## src/rtl/simon_pkg.sv

```systemverilog
// simon_pkg: shared widths and LED mode encodings for the Simon control and datapath blocks
package simon_pkg;
    localparam int DEFAULT_PATTERN_W = 4;
    localparam int DEFAULT_ADDR_W    = 6;
    localparam logic [2:0] INPUT    = 3'b001;
    localparam logic [2:0] PLAYBACK = 3'b010;
    localparam logic [2:0] REPEAT   = 3'b100;
    localparam logic [2:0] DONE     = 3'b111;
endpackage

```

## src/rtl/simon_if.sv

```systemverilog
// simon_if: command strobes, player inputs and status flags between Simon control and datapath
interface simon_if
    import simon_pkg::*;
#(
    parameter int PATTERN_W = DEFAULT_PATTERN_W
);
    logic                 level;
    logic [PATTERN_W-1:0] pattern;
    logic                 cnt_count;
    logic                 clr_count;
    logic                 cnt_index;
    logic                 clr_index;
    logic                 read_Memory;
    logic                 w_en;
    logic                 set_level;
    logic                 index_lt_count;
    logic                 input_eq_pattern;
    logic                 is_legal;
    logic [PATTERN_W-1:0] pattern_leds;

    modport master (
        output level, pattern, cnt_count, clr_count, cnt_index, clr_index, read_Memory, w_en, set_level,
        input  index_lt_count, input_eq_pattern, is_legal, pattern_leds
    );
    modport slave (
        input  level, pattern, cnt_count, clr_count, cnt_index, clr_index, read_Memory, w_en, set_level,
        output index_lt_count, input_eq_pattern, is_legal, pattern_leds
    );
endinterface

```

## src/rtl/simon_pattern_mem.sv

```systemverilog
// simon_pattern_mem: pattern sequence store, synchronous write and asynchronous read, no reset
module simon_pattern_mem
    import simon_pkg::*;
#(
    parameter int PATTERN_W = DEFAULT_PATTERN_W,
    parameter int ADDR_W    = DEFAULT_ADDR_W
) (
    input  logic                 clk,
    input  logic                 we,
    input  logic [ADDR_W-1:0]    waddr,
    input  logic [PATTERN_W-1:0] wdata,
    input  logic [ADDR_W-1:0]    raddr,
    output logic [PATTERN_W-1:0] rdata
);
    logic [PATTERN_W-1:0] mem [2**ADDR_W];

    always_ff @(posedge clk) begin
        if (we) mem[waddr] <= wdata;
    end

    assign rdata = mem[raddr];
endmodule

```

## src/rtl/simon_datapath.sv

```systemverilog
// simon_datapath: level register, pattern memory, sequence count and playback index for Simon;
// executes controller strobes and returns the flags the controller branches on.
module simon_datapath
    import simon_pkg::*;
#(
    parameter int PATTERN_W = DEFAULT_PATTERN_W,
    parameter int ADDR_W    = DEFAULT_ADDR_W
) (
    input logic    clk,
    input logic    rst,
    simon_if.slave bus
);
    localparam logic [ADDR_W-1:0] LAST = '1;

    logic [ADDR_W-1:0]    count;
    logic [ADDR_W-1:0]    index;
    logic                 level_q;
    logic [PATTERN_W-1:0] rd;

    // Easy level accepts a single pad; hard level accepts any non-empty chord.
    function automatic logic legal(input logic hard, input logic [PATTERN_W-1:0] p);
        return hard ? |p : $onehot(p);
    endfunction

    always_ff @(posedge clk) begin
        count <= bus.clr_count ? '0 : (bus.cnt_count && count != LAST) ? count + 1'b1 : count;
        index <= bus.clr_index ? '0 : bus.cnt_index ? index + 1'b1 : index;
        if (bus.set_level) level_q <= bus.level;
    end

    simon_pattern_mem #(.PATTERN_W(PATTERN_W), .ADDR_W(ADDR_W)) u_mem (
        .clk   (clk),
        .we    (bus.w_en),
        .waddr (count),
        .wdata (bus.pattern),
        .raddr (index),
        .rdata (rd)
    );

    assign bus.index_lt_count   = index < count;
    assign bus.input_eq_pattern = bus.pattern == rd;
    assign bus.is_legal         = legal(level_q, bus.pattern);
    assign bus.pattern_leds     = bus.read_Memory ? rd : bus.pattern;

    // Reset is carried out through the controller's strobes; this flags a controller that omits them.
    a_reset_strobes: assert property (@(posedge clk) rst |-> bus.clr_count && bus.clr_index && bus.set_level);
endmodule

```

## src/flat_wrapper.sv

```systemverilog
// flat-port wrapper written by rule: the top's interface ports become plain ports
module simon_datapath_flat import simon_pkg::*;
#(
    parameter int PATTERN_W = DEFAULT_PATTERN_W,
    parameter int ADDR_W    = DEFAULT_ADDR_W
)
  (clk, rst, bus_level, bus_pattern, bus_cnt_count, bus_clr_count, bus_cnt_index, bus_clr_index, bus_read_Memory, bus_w_en, bus_set_level, bus_index_lt_count, bus_input_eq_pattern, bus_is_legal, bus_pattern_leds);
  simon_if #(.PATTERN_W(PATTERN_W)) bus_i ();
  input logic clk;
  input logic rst;
  input wire logic [$bits(bus_i.level)-1:0] bus_level;
  input wire logic [$bits(bus_i.pattern)-1:0] bus_pattern;
  input wire logic [$bits(bus_i.cnt_count)-1:0] bus_cnt_count;
  input wire logic [$bits(bus_i.clr_count)-1:0] bus_clr_count;
  input wire logic [$bits(bus_i.cnt_index)-1:0] bus_cnt_index;
  input wire logic [$bits(bus_i.clr_index)-1:0] bus_clr_index;
  input wire logic [$bits(bus_i.read_Memory)-1:0] bus_read_Memory;
  input wire logic [$bits(bus_i.w_en)-1:0] bus_w_en;
  input wire logic [$bits(bus_i.set_level)-1:0] bus_set_level;
  output wire logic [$bits(bus_i.index_lt_count)-1:0] bus_index_lt_count;
  output wire logic [$bits(bus_i.input_eq_pattern)-1:0] bus_input_eq_pattern;
  output wire logic [$bits(bus_i.is_legal)-1:0] bus_is_legal;
  output wire logic [$bits(bus_i.pattern_leds)-1:0] bus_pattern_leds;
  assign bus_i.level = bus_level;
  assign bus_i.pattern = bus_pattern;
  assign bus_i.cnt_count = bus_cnt_count;
  assign bus_i.clr_count = bus_clr_count;
  assign bus_i.cnt_index = bus_cnt_index;
  assign bus_i.clr_index = bus_clr_index;
  assign bus_i.read_Memory = bus_read_Memory;
  assign bus_i.w_en = bus_w_en;
  assign bus_i.set_level = bus_set_level;
  assign bus_index_lt_count = bus_i.index_lt_count;
  assign bus_input_eq_pattern = bus_i.input_eq_pattern;
  assign bus_is_legal = bus_i.is_legal;
  assign bus_pattern_leds = bus_i.pattern_leds;
  simon_datapath #(.PATTERN_W(PATTERN_W), .ADDR_W(ADDR_W)) u_core (.clk(clk), .rst(rst), .bus(bus_i));
endmodule
```

## config.mk

```make
export PLATFORM = sky130hd
export DESIGN_NAME = simon_datapath_flat
export DESIGN_NICKNAME = d
export VERILOG_FILES = /design/src/rtl/simon_pkg.sv /design/src/rtl/simon_if.sv /design/src/rtl/simon_pattern_mem.sv /design/src/rtl/simon_datapath.sv /design/src/flat_wrapper.sv
export SDC_FILE = /design/constraint.sdc
export NUM_CORES = 1
export LEC_CHECK = 0
export CAP_MARGIN = 40
export CELL_PAD_IN_SITES_DETAIL_PLACEMENT = 1
export CELL_PAD_IN_SITES_GLOBAL_PLACEMENT = 1
export CORE_MARGIN = 8
export CORE_UTILIZATION = 51
export CTS_BUF_LIST = sky130_fd_sc_hd__clkbuf_2
export CTS_CLUSTER_SIZE = 28
export DETAILED_ROUTE_END_ITERATION = 10
export MAX_ROUTING_LAYER = met4
export PLACE_DENSITY_LB_ADDON = 0.1
export SYNTH_ARGS = -nofsm -noshare
export SYNTH_HDL_FRONTEND = slang
export SYNTH_SLANG_ARGS = --single-unit
export TNS_END_PERCENT = 5
```

## constraint.sdc

```tcl
create_clock -name clk -period 2.3 [get_ports clk]
set_input_delay 0.23 -clock clk [delete_from_list [all_inputs] [get_ports clk]]
set_output_delay 0.23 -clock clk [all_outputs]
set_load 0.005 [all_outputs]
```

Word-level counts from Yosys, hierarchy flattened
Memory sizes are Yosys's and may differ from the RTL's. A register that Yosys moved wholly into a read port is not among the register bits.
Cells that the tools add are included.
{"block": "totals", "ff_bits": 13, "ram_bits": 256, "memories": 1, "out_inout_bits": 7, "input_bits": 14, "word_cells": 21}
{"memory": "u_core.u_mem.mem", "depth": 64, "width": 4, "read_ports": 1, "rd_ports_with_merged_regs": 1, "wr": 1, "line_no": "simon_pattern_mem.sv:15", "text": "logic [PATTERN_W-1:0] mem [2**ADDR_W];"}
{"block": "op_classes", "n_mux": 6, "n_eq_ne": 3, "n_addsub": 5, "reduce_logical": 2, "magnitude_cmp": 1}
{"operator": "6-bit by 1-bit adder with 6-bit output, second input constant", "n": 2}
{"operator": "6-bit two-way mux", "n": 2}
{"operator": "6-bit < comparator", "n": 1}
{"operator": "6-bit != test, second input constant", "n": 1}
{"operator": "1-bit by 1-bit adder with 2-bit output", "n": 2}
{"operator": "4-bit == test", "n": 1}
{"operator": "4-bit two-way mux", "n": 1}
{"operator": "4-bit OR reduction", "n": 1}
{"operator": "3-bit adder", "n": 1}
{"operator": "3-bit by 1-bit == test with 1-bit output, second input constant", "n": 1}
{"operator": "1-bit two-way mux", "n": 3}
{"operator": "1-bit logical AND", "n": 1}

Longest topological paths before layout
{"block": "logic_depth", "word_depth": 4, "depth_mapped": 10, "mapped_depth_nobuf": 8}

By module
A second synthesis with hierarchy kept.
{"block": "hier_totals", "hier_cells": 612, "hier_area_um2": 11162.0}
{"mod": "simon_pattern_mem", "cells_per_inst": 517, "instances": 1, "seq_area_each_um2": 7687.4, "area_each_um2": 10327.4}
{"mod": "simon_datapath", "cells_per_inst": 95, "instances": 1, "seq_area_each_um2": 270.3, "area_each_um2": 834.6}

Least setup slack after synthesis
Ideal clock, no wire load.
{"block": "synth_path", "kind": "register -> output", "startpoint": "reg with a tool-made name", "endpoint": "out bus_input_eq_pattern", "t_arrival_ns": 2.043, "slack_ns": 0.027, "path_buffers": 1, "t_required_ns": 2.070, "path_stages_with_launch": 8, "cell_sequence": "dfxtp_1 -> buf_4 -> mux4_2 -> o211ai_1 -> o21ai_0 -> o211a_1 -> xnor2_1 -> nor4_2"}
{"item": "end, declared", "line_no": "flat_wrapper.sv:21", "text": "output wire logic [$bits(bus_i.input_eq_pattern)-1:0] bus_input_eq_pattern;"}

==> metrics <==
critical path type=reg -> out; footprint of the multi-input gates=3075 um^2; first-pass GRT wire length=46620 um; final slew viol count=0; WHS=108.6 ps; failing checks=setup timing; dominant cells by area after synthesis=edfxtp_1 68%, mux4_2 10%, dfxtp_1 3.2%; YS warnings=0; leading area contributor after synthesis=edfxtp_1; syn_nets=675; Boundary Pins=21; filler instances=2032; Antenna Nets Post-Route=0; Total Routing Usage GR=24.28%; Layout Skew=58.04 ps; Synth top cells by count=257 x edfxtp_1, 90 x nor2_1, 51 x mux4_2, 26 x nand2_1, 20 x nand3_1; TritonCTS clock tree=done; clk sinks=275; Startpoint Class=flop; Worst Path Buf+Inv=3; Reg2Reg Depth=6; part of the cycle the worst path needs=158.0%; pin count of the biggest net entering global routing=66; max_cap viols=0; 1st-iter DRT viols=601; Syn Area/Cell=17.39 um^2; Initial Util=51.81%; Sw Ratio=25.08%; Pwr Density=713.0 nW/um^2; GRT Residual Overflow=0; dpl cell area=12610 um^2; r2r startpoint=u_core.count[1]$_SDFFE_PP0P_; Final Net Count=873; cell depth of the worst min-delay path=3; Post-synth EDFFs=257; Storage cell area=8089 um^2; share of cells above drive strength 1=37.36%; Synth-to-Final Area Change=20.18%; Syn Inst Count=648; asr flop ratio synth=0%; Clock Path Buffers=3; clock network fraction of design power=33.4%; WL per Instance=26.55 um; outcome=finished with violations; share of the synthesized area in the top cell type=68.47%; Hold WC Path Type=in -> reg; initial antenna violation count=1; RR Endpoint=u_core.u_mem.mem[12][3]$_DFFE_PP_; worst slew pin tran=760.9 ps; Slew headroom=49.28%; Routed WL=31190 um; row cnt=54; Register-to-Register Setup Slack=130 ps; Levels on crit path=9; vias in the first global route=7444; CTS root buffer=clkbuf_2; Comb power frac=9.5%; crit path max-delay cell type=mux4_2; Lkg Pwr=4.679 nW; endpoint class of the critical path=primary output; H-tree depth=3; most frequent cell after synthesis=edfxtp_1; drc violations=0; prevailing post-synth register cell=edfxtp_1; RSZ-0062 raised after global routing=yes; Top delay family on crit path=compound AO/OA/AOI/OAI gates; P_sw=0.002422 W; crit path time final=3634 ps; Die Ht=164.7 um; Num CTS Buffers=71; vias per std cell=5.864; peak supply drop=0.5717 mV; critical path cell sequence=buf_12, buf_4, mux4_2, a22o_1, a211o_1, o211ai_1, xnor2_1, nor4_2, buf_2; PortBufs=19; cell area after synthesis=11270 um^2; register share of total power=57.1%; setup violators final=6; drt pass-1 iters=5; final instance area=13550 um^2; RePlAce Congestion=0.9208; Final HPWL DP=20860 um; P_int=0.007236 W; flops & latches, synth=275; die area=27110 um^2; CP Data Required Time=2070 ps; Core Area=21760 um^2; max frequency=275.2 MHz; Fin. Hold Viols=0; synth unique cells=50; Power Total=0.009658 W; CP Max Fanout=5; clk_lat worst skew=810 ps; post-synthesis sequential area ratio=71.67%; Clock transition at path regs=120 ps; CP arrival=3400 ps; Vias=6890; CP endpoint=bus_input_eq_pattern; PnR worst setup slack=-1334 ps; die width=164.7 um; slowest stage delay, CP=510 ps
power groups by stage:
stage	clock, W	sequential [W]	combinational [W]
CTS	0.00331	0.00551	0.000873
floorplan	0	0.00561	0.000421
detailed placement	0	0.00563	0.000800
finish	0.00323	0.00551	0.000919
global placement	0	0.00563	0.000769
global route	0.00354	0.00551	0.000974
what timing repair did:
action                                  4_1_cts  5_1_grt
resized for setup                            40       23
buffers inserted                              7        6
endpoints found under the setup margin        7        6
cloned                                        2        0
hold buffers                                  2        0
pin swaps                                     8       10
hold endpoints to repair                      2        0
metal layers:
layer	up-vias	track usage [%]	routed length (um)
met5	-	-	0
met4	0	7.903	626
met3	53	4.511	1980
met2	256	38.41	15320
met1	3588	31.54	13260
li1	2993	-	-
stage by stage:
| step | std cells | utilization, % | setup TNS (ps) | setup WS [ps] |
|---|---|---|---|---|
| after global routing | 1175 | 62.26 | -6846 | -1525 |
| after global placement | 1037 | 57.95 | -3140 | -864.8 |
| after CTS | 1169 | 61.61 | -6165 | -1388 |
| final | 1175 | 62.26 | -5910 | -1334 |
| after floorplan | 648 | - | 0 | 26.64 |
| after detailed placement | 1037 | 57.95 | -3446 | -904.4 |
cells in the final DEF (no fill, tap or decap), types with 3 or more instances in the layout:
cell               n
a21oi_1            7
a31oi_1            4
buf_12            13
buf_2              9
buf_4            114
buf_6              3
clkbuf_2         104
clkdlybuf4s50_1    8
clkinv_1          15
dfxtp_1           13
dfxtp_2            3
edfxtp_1         257
ha_1              12
inv_1             10
inv_2              3
mux2_2             3
mux2i_1           15
mux4_1             6
mux4_2            52
nand2_1           25
nand2b_1           8
nand3_1           20
nand4_1            7
nor2_1            87
nor2_2             3
nor2b_1            5
nor3_1            10
o211ai_1           5
o21ai_0            7
o21ai_1            4
o21ai_2            5
o22ai_1            3
xnor2_1            8
xor2_1             4
worst min-delay path by stage:
stage	from	endpoint
2_1_floorplan	bus_clr_index	flop
3_3_place_gp	u_core.index[5]$_SDFFE_PP0P_	u_core.index[5]$_SDFFE_PP0P_
3_5_place_dp	u_core.index[5]$_SDFFE_PP0P_	u_core.index[5]$_SDFFE_PP0P_
4_1_cts	bus_pattern[1]	u_core.u_mem.mem[12][1]$_DFFE_PP_
5_1_grt	bus_pattern[1]	u_core.u_mem.mem[12][1]$_DFFE_PP_
6_report	bus_pattern[1]	u_core.u_mem.mem[12][1]$_DFFE_PP_
sequential cells by signal (all words and copies together), names as in the netlist, named ones only:
name and flops:
u_core.count 6, u_core.index 6, u_core.level_q 1, u_core.u_mem.mem 256
logic make-up after synthesis:
group                      share of synthesized area, %
DFF                                               71.67
xor gates and xnor gates                         0.9325
muxes                                             13.63
buffers and inverters                             2.065
and+or+nand+nor                                   7.005
adders and majority gates                         1.510
AOI/OAI and AO/OA                                 3.186
worst min-delay path, stage by stage:
cell	delay, ps
buf_2	150
buf_4	160
buf_4	200
final cells by class:
class	instances	area share [%]
Antenna cell	1	0.01847
Sequential cell	275	59.72
Inverter	12	0.3325
Tap cell	280	2.586
Clock inverter	17	0.6651
Clock buffer	104	3.843
Timing Repair Buffer	153	10.13
Multi-Input combinational cell	333	22.70
Note: power is estimated with default switching activity, not from simulation.
